===== src/rtl/pipe_ctrl_pkg.sv =====
// Shared core definitions: stall vector encodings and pipeline-controller FSM states.
package cpu_defs;

  // Bit order: 0 PC, 1 IF/ID, 2 ID/EX, 3 EX/MEM, 4 MEM/WB, 5 WB
  localparam logic [5:0] STALL_NONE = 6'b000000;
  localparam logic [5:0] STALL_IF   = 6'b000011;
  localparam logic [5:0] STALL_ID   = 6'b000111;
  localparam logic [5:0] STALL_EX   = 6'b001111;
  localparam logic [5:0] STALL_MEM  = 6'b011111;
  localparam logic [5:0] STALL_ALL  = 6'b111111;

  typedef enum logic [1:0] {
    ST_RUN    = 2'd0,
    ST_FREEZE = 2'd1,
    ST_FLUSH  = 2'd2
  } ctrl_state_t;

endpackage


===== src/rtl/pipe_ctrl_if.sv =====
// Bundle between the pipeline stages (master) and the pipeline controller (slave).
interface pipe_ctrl_if #(
  parameter int CNT_W = 32
);
  import cpu_defs::*;

  logic             stallreq_if;
  logic             stallreq_id;
  logic             stallreq_ex;
  logic             stallreq_mem;
  // flush_req is a level/pulse sampled every cycle; it is acknowledged only by a later
  // one-cycle flush pulse carrying new_pc, never by a ready signal.
  logic             flush_req;
  logic [31:0]      excp_vector_i;
  logic [5:0]       stall;
  logic             flush;
  logic [31:0]      new_pc;
  logic [CNT_W-1:0] stall_cnt;
  logic [CNT_W-1:0] flush_cnt;
  logic             timeout;
  ctrl_state_t      dbg_state;

  modport master (
    output stallreq_if, stallreq_id, stallreq_ex, stallreq_mem, flush_req, excp_vector_i,
    input  stall, flush, new_pc, stall_cnt, flush_cnt, timeout, dbg_state
  );

  modport slave (
    input  stallreq_if, stallreq_id, stallreq_ex, stallreq_mem, flush_req, excp_vector_i,
    output stall, flush, new_pc, stall_cnt, flush_cnt, timeout, dbg_state
  );

endinterface


===== src/rtl/pipe_ctrl_sat_counter.sv =====
// Event counter that sticks at all-ones instead of wrapping.
module sat_counter #(
  parameter int W = 32
) (
  input  logic         clk,
  input  logic         rst,
  input  logic         i_inc,
  output logic [W-1:0] o_count
);

  logic [W-1:0] r_count;

  always_ff @(posedge clk or posedge rst) begin
    if (rst) begin
      r_count <= '0;
    end else if (i_inc && (r_count != '1)) begin
      r_count <= r_count + W'(1);
    end
  end

  assign o_count = r_count;

endmodule


===== src/rtl/pipe_ctrl.sv =====
// Pipeline controller: merges stall requests, sequences exception flushes
// (RUN -> FREEZE -> FLUSH) and keeps stall/flush statistics plus a stall timeout.
module pipe_ctrl
  import cpu_defs::*;
#(
  parameter int CNT_W         = 32,
  parameter int STALL_TIMEOUT = 1024
) (
  input  logic       clk,
  input  logic       rst,
  pipe_ctrl_if.slave bus
);

  localparam logic [CNT_W-1:0] TO_LAST = CNT_W'(STALL_TIMEOUT - 1);

  ctrl_state_t      r_state;
  ctrl_state_t      w_next;
  logic             r_pend;
  logic [31:0]      r_pend_vec;
  logic [31:0]      r_serve_vec;
  logic [31:0]      r_new_pc;
  logic [CNT_W-1:0] r_run_len;
  logic             r_timeout;
  logic [5:0]       w_stall;
  logic             w_go;
  logic             w_run_stalled;
  logic [CNT_W-1:0] w_stall_cnt;
  logic [CNT_W-1:0] w_flush_cnt;

  // A pending or fresh request can only be served once MEM is not holding the pipe.
  assign w_go = (r_state == ST_RUN) && (bus.flush_req || r_pend) && !bus.stallreq_mem;

  always_ff @(posedge clk or posedge rst) begin
    if (rst) begin
      r_state <= ST_RUN;
    end else begin
      r_state <= w_next;
    end
  end

  always_comb begin
    w_next = r_state;
    case (r_state)
      ST_RUN:    if (w_go) w_next = ST_FREEZE;
      ST_FREEZE: w_next = ST_FLUSH;
      ST_FLUSH:  w_next = ST_RUN;
      default:   w_next = ST_RUN;
    endcase
  end

  always_comb begin
    w_stall = STALL_NONE;
    if (!rst) begin
      case (r_state)
        ST_RUN: begin
          if (bus.stallreq_mem)     w_stall = STALL_MEM;
          else if (bus.stallreq_ex) w_stall = STALL_EX;
          else if (bus.stallreq_id) w_stall = STALL_ID;
          else if (bus.stallreq_if) w_stall = STALL_IF;
          else                      w_stall = STALL_NONE;
        end
        ST_FREEZE: w_stall = STALL_ALL;
        default:   w_stall = STALL_NONE;
      endcase
    end
  end

  // The served vector moves out of the pending latch on entry to FREEZE, so a request
  // arriving during FREEZE/FLUSH can be latched as the next one without clobbering it.
  always_ff @(posedge clk or posedge rst) begin
    if (rst) begin
      r_pend      <= 1'b0;
      r_pend_vec  <= '0;
      r_serve_vec <= '0;
      r_new_pc    <= '0;
    end else begin
      if (w_go) begin
        r_serve_vec <= r_pend ? r_pend_vec : bus.excp_vector_i;
        r_pend      <= 1'b0;
      end else if (bus.flush_req && !r_pend) begin
        r_pend     <= 1'b1;
        r_pend_vec <= bus.excp_vector_i;
      end
      if (r_state == ST_FREEZE) begin
        r_new_pc <= r_serve_vec;
      end
    end
  end

  assign w_run_stalled = (r_state == ST_RUN) && w_stall[0];

  always_ff @(posedge clk or posedge rst) begin
    if (rst) begin
      r_run_len <= '0;
      r_timeout <= 1'b0;
    end else begin
      if (!w_run_stalled) begin
        r_run_len <= '0;
      end else if (r_run_len != '1) begin
        r_run_len <= r_run_len + CNT_W'(1);
      end
      if (w_run_stalled && (r_run_len == TO_LAST)) begin
        r_timeout <= 1'b1;
      end
    end
  end

  sat_counter #(.W(CNT_W)) u_stall_cnt (
    .clk     (clk),
    .rst     (rst),
    .i_inc   (w_stall[0]),
    .o_count (w_stall_cnt)
  );

  sat_counter #(.W(CNT_W)) u_flush_cnt (
    .clk     (clk),
    .rst     (rst),
    .i_inc   (r_state == ST_FREEZE),
    .o_count (w_flush_cnt)
  );

  assign bus.stall     = w_stall;
  assign bus.flush     = (r_state == ST_FLUSH);
  assign bus.new_pc    = r_new_pc;
  assign bus.stall_cnt = w_stall_cnt;
  assign bus.flush_cnt = w_flush_cnt;
  assign bus.timeout   = r_timeout;
  assign bus.dbg_state = r_state;

endmodule


===== src/flat_wrapper.sv =====
// flat-port wrapper written by rule: the top's interface ports become plain ports
module pipe_ctrl_flat import cpu_defs::*;
#(
  parameter int CNT_W         = 32,
  parameter int STALL_TIMEOUT = 1024
)
  (clk, rst, bus_stallreq_if, bus_stallreq_id, bus_stallreq_ex, bus_stallreq_mem, bus_flush_req, bus_excp_vector_i, bus_stall, bus_flush, bus_new_pc, bus_stall_cnt, bus_flush_cnt, bus_timeout, bus_dbg_state);
  pipe_ctrl_if #(.CNT_W(CNT_W)) bus_i ();
  input  logic clk;
  input  logic rst;
  input wire logic [$bits(bus_i.stallreq_if)-1:0] bus_stallreq_if;
  input wire logic [$bits(bus_i.stallreq_id)-1:0] bus_stallreq_id;
  input wire logic [$bits(bus_i.stallreq_ex)-1:0] bus_stallreq_ex;
  input wire logic [$bits(bus_i.stallreq_mem)-1:0] bus_stallreq_mem;
  input wire logic [$bits(bus_i.flush_req)-1:0] bus_flush_req;
  input wire logic [$bits(bus_i.excp_vector_i)-1:0] bus_excp_vector_i;
  output wire logic [$bits(bus_i.stall)-1:0] bus_stall;
  output wire logic [$bits(bus_i.flush)-1:0] bus_flush;
  output wire logic [$bits(bus_i.new_pc)-1:0] bus_new_pc;
  output wire logic [$bits(bus_i.stall_cnt)-1:0] bus_stall_cnt;
  output wire logic [$bits(bus_i.flush_cnt)-1:0] bus_flush_cnt;
  output wire logic [$bits(bus_i.timeout)-1:0] bus_timeout;
  output wire logic [$bits(bus_i.dbg_state)-1:0] bus_dbg_state;
  assign bus_i.stallreq_if = bus_stallreq_if;
  assign bus_i.stallreq_id = bus_stallreq_id;
  assign bus_i.stallreq_ex = bus_stallreq_ex;
  assign bus_i.stallreq_mem = bus_stallreq_mem;
  assign bus_i.flush_req = bus_flush_req;
  assign bus_i.excp_vector_i = bus_excp_vector_i;
  assign bus_stall = bus_i.stall;
  assign bus_flush = bus_i.flush;
  assign bus_new_pc = bus_i.new_pc;
  assign bus_stall_cnt = bus_i.stall_cnt;
  assign bus_flush_cnt = bus_i.flush_cnt;
  assign bus_timeout = bus_i.timeout;
  assign bus_dbg_state = bus_i.dbg_state;
  pipe_ctrl #(.CNT_W(CNT_W), .STALL_TIMEOUT(STALL_TIMEOUT)) u_core (.clk(clk), .rst(rst), .bus(bus_i));
endmodule

===== config.mk =====
export PLATFORM = sky130hd
export DESIGN_NAME = pipe_ctrl_flat
export DESIGN_NICKNAME = d
export VERILOG_FILES = /design/src/rtl/pipe_ctrl_pkg.sv /design/src/rtl/pipe_ctrl_if.sv /design/src/rtl/pipe_ctrl_sat_counter.sv /design/src/rtl/pipe_ctrl.sv /design/src/flat_wrapper.sv
export SDC_FILE = /design/constraint.sdc
export NUM_CORES = 1
export LEC_CHECK = 0
export ABC_AREA = 1
export ABC_CLOCK_PERIOD_IN_PS = 8000
export BUFFER_PORTS_ARGS = -buffer_cell sky130_fd_sc_hd__clkbuf_2
export CAP_MARGIN = 25
export CORE_MARGIN = 2
export CORE_UTILIZATION = 38
export CTS_CLUSTER_DIAMETER = 100
export DETAILED_ROUTE_END_ITERATION = 8
export HOLD_SLACK_MARGIN = 0.08
export SYNTH_ARGS = -nofsm -noshare
export SYNTH_HDL_FRONTEND = slang
export SYNTH_SLANG_ARGS = --single-unit

===== constraint.sdc =====
create_clock -name clk -period 8 [get_ports clk]
set_input_delay 0.4 -clock clk [delete_from_list [all_inputs] [get_ports clk]]
set_output_delay 0.4 -clock clk [all_outputs]
set_load 0.01 [all_outputs]

==> summary.md <==
| Metric | Value |
|---|---|
| Via count | 9379 |
| Initial Util | 0.3830 |
| CP top delay family | buffers and inverters |
| Overall power | 3.043 mW |
| Row Count | 61 |
| # nets final | 1631 |
| Crit-path slowest cell | dfrtp_1 |
| CP startpoint | u_core.bus.dbg_state[0]$_DFFE_PP0P_ |
| First-pass GRT wire length | 44.22 mm |
| Final instance area | 12220 um^2 |
| Fin worst setup slack | 5.471 ns |
| Final setup violation count | 0 |
| Final Hold Fails | 0 |
| Worst min-delay path class | in2reg |
| Layout cells sized above 1 | 0.1380 |
| Port buffer count | 144 |
| Largest net degree at the start of global routing | 131 |
| Asr flop ratio synth | 1.000 |
| Status | completed |
| Comb power frac | 0.227 |
| Post-DP Area | 11520 um^2 |
| Setup crit end kind | primary output |
| DRC | 0 |
| Gr ovfl total | 0 |
| Sequential power share | 0.461 |
| HPWL Detailed | 18.47 mm |
| Worst path arrival time | 2.13 ns |
| GPL Wtd Cong | 0.8788 |
| CTS resizes | 0 |
| DRT antenna net count | 0 |
| Tmin final | 2.529 ns |
| Die area | 29120 um^2 |
| Pleak | 6.093 nW |
| Net count after synthesis | 1509 |
| 1st-pass router iterations | 5 |
| Max Freq | 395.4 MHz |
| Switching power | 1.102 mW |
| Deepest clock path buffer count | 2 |
| Io pins | 145 |
| Initial antenna violation count | 1 |
| Final Cycle Share | 0.3161 |
| Post-synth cell types | 30 |
| Synth warnings | 0 |
| Switching share of power | 0.3620 |
| Critical Path Sink | bus_stall[5] |
| Total GRT Usage | 0.1868 |
| Seq/Total Area, Yosys | 0.4648 |
| Placed cell count | 1946 |
| VDD IR max | 0.1437 mV |
| Clock Power Share | 0.312 |
| Commonest non-fill, non-tap cell in the layout | nand2_1 |
| Routed wire length | 26.15 mm |
| Most used DFF post-synth | dfrtp_1 |
| Cell Pwr Density | 249.1 nW/um^2 |
| Worst Path Max Fanout | 65 |
| Gate Count Post-Synth | 1467 |
| Number of synthesized flops with an enable pin | 0 |
| # clock sinks | 196 |
| Worst-margin pin slew | 1.009 ns |
| DRT iter0 DRCs | 589 |
| Worst setup SP type | register |
| Most Frequent Cell on Critical Path | inv_2 |
| TNS Setup | 0 ns |
| Root buffer cell | clkbuf_16 |
| Slew Limit Fails | 0 |
| Synth Cell Area | 10550 um^2 |
| Synth-to-layout area growth | 15.78% |
| Critical path, cell by cell | inv_2 > nor2_4 > inv_2 > nor2_1 > clkbuf_2 |
| Commonest cells after routing, fill and taps aside | 593 x nand2_1, 196 x dfrtp_1, 158 x inv_1 |
| Htree depth | 4 |
| Worst Path Buf+Inv | 3 |
| Reg2reg path depth | 4 |
| CTS Buf Count | 17 |
| Mean Syn Cell Area | 7.193 um^2 |
| Routed len/inst | 13.21 um |
| R2r setup slk | 5.67 ns |
| Worst slew margin | 0.3266 |
| Worst Path Required | 7.60 ns |
| Vias in the first global route | 8959 |
| RSZ-0062 raised after global routing | no |
| Pre-CTS setup slack | 5.122 ns |
| Finished Layout Cells | 1980 |
| Routed vias/inst | 4.737 |
| Crit path depth | 5 |
| Width of the die | 170.6 um |
| Max-cap violation count | 0 |
| Hold buffers post-CTS | 0 |
| Cell internal pwr | 1.942 mW |
| Crit Reg-Reg Endpoint | u_core.r_pend_vec[22]$_DFFE_PP0P_ |
| CP max stage delay | 0.46 ns |
| Die Ht | 170.6 um |
| # Post-CTS Setup Buffers | 0 |
| Yosys reg bits | 196 |
| CTS tree | done |
| Reg clk slew, reported paths | 0.09 ns |
| Area leader, netlist | dfrtp_1 |
| Clock skew | 0.02227 ns |
| Filler cells | 2830 |
| Synth top area share | 0.4648 |
| Kind of critical path | reg2out |
| R2R Path Start | u_core.r_pend$_DFFE_PP0P_ |
| Top cells by area, synth | dfrtp_1 46%, nand2_1 21%, inv_1 5.7%, nor2_1 5.5%, o21ai_0 3.7% |
| Total core area | 27550 um^2 |
| Clk_lat worst skew | 0.45 ns |
| N_diodes | 0 |
[final cells by class]
cell class                      count  area (um^2)  share of cell area
Timing Repair Buffer              147        768.2             0.06288
Clock inverter                     15        234.0             0.01915
Inverter                          169        644.4             0.05274
Clock buffer                       17        425.4             0.03482
Tap cell                          378        473.0             0.03871
Multi-Input combinational cell   1058         4768              0.3903
Sequential cell                   196         4905              0.4014
[worst reg2reg max path: stages (launching register included)]
cell and delay, ns:
dfrtp_1 0.39, inv_2 0.73, nand3_2 0.59, buf_12 0.35
o21ai_0 0.21
[sequential cells by signal (all words and copies together) (netlist names)]
register	cells
u_core.u_flush_cnt.o_count	32
u_core.r_run_len	32
u_core.r_serve_vec	32
u_core.bus.timeout	1
u_core.r_pend_vec	32
u_core.bus.dbg_state	2
u_core.bus.new_pc	32
u_core.r_pend	1
u_core.u_stall_cnt.o_count	32
[per-stage QoR]
stage,utilization,hold slack (ns)
6_report,0.4434,0.2010
5_1_grt,0.4434,0.2022
4_1_cts,0.4420,0.1852
3_5_place_dp,0.4181,0.4542
3_3_place_gp,0.4181,0.4533
2_1_floorplan,-,0.4535
[worst min path at each step]
| stage | from | endpoint | slack (ns) | cells after the start |
|---|---|---|---|---|
| after CTS | bus_excp_vector_i[28] | u_core.r_pend_vec[28]$_DFFE_PP0P_ | 0.19 | 3 |
| after global routing | bus_excp_vector_i[20] | u_core.r_pend_vec[20]$_DFFE_PP0P_ | 0.20 | 3 |
| after floorplan | u_core.r_pend_vec[30]$_DFFE_PP0P_ | u_core.r_pend_vec[30]$_DFFE_PP0P_ | 0.45 | 2 |
| after detailed placement | u_core.bus.timeout$_DFFE_PP0P_ | u_core.bus.timeout$_DFFE_PP0P_ | 0.45 | 2 |
| final | bus_excp_vector_i[5] | u_core.r_pend_vec[5]$_DFFE_PP0P_ | 0.20 | 3 |
| after global placement | u_core.bus.timeout$_DFFE_PP0P_ | u_core.bus.timeout$_DFFE_PP0P_ | 0.45 | 2 |
[Yosys cell counts, types with 13 or more instances]
cell,count
o21ai_1,32
xor2_1,21
dfrtp_1,196
nor2_1,154
o211ai_1,32
clkbuf_1,21
nand3_1,66
nand2_1,593
nand4_1,15
inv_1,160
o21ai_0,79
xnor2_1,13
[cell families after synthesis]
| group | share of synthesized area |
|---|---|
| buffers and inverters | 0.08383 |
| adders and majority gates | 0.003557 |
| AOI/OAI and AO/OA | 0.08264 |
| xor gates and xnor gates | 0.02822 |
| and+or+nand+nor | 0.3370 |
| DFF | 0.4648 |
[routing by layer]
layer,up-vias,share of wire,track usage
met2,187,0.47,0.3110
met1,4377,0.48,0.2536
met4,2,0.0099,0.04496
met3,23,0.040,0.03169
li1,4790,-,-
met5,-,0.00050,0
[power by group through the flow]
stage          Combinational [mW]  Clock, mW  Sequential [mW]
2_1_floorplan               0.454          0             1.43
3_3_place_gp                0.674          0             1.42
3_5_place_dp                0.697          0             1.42
4_1_cts                     0.698      0.973             1.41
5_1_grt                     0.799       1.01             1.44
6_report                    0.689      0.951             1.40
No activity file was read; power rests on OpenSTA's default activity.
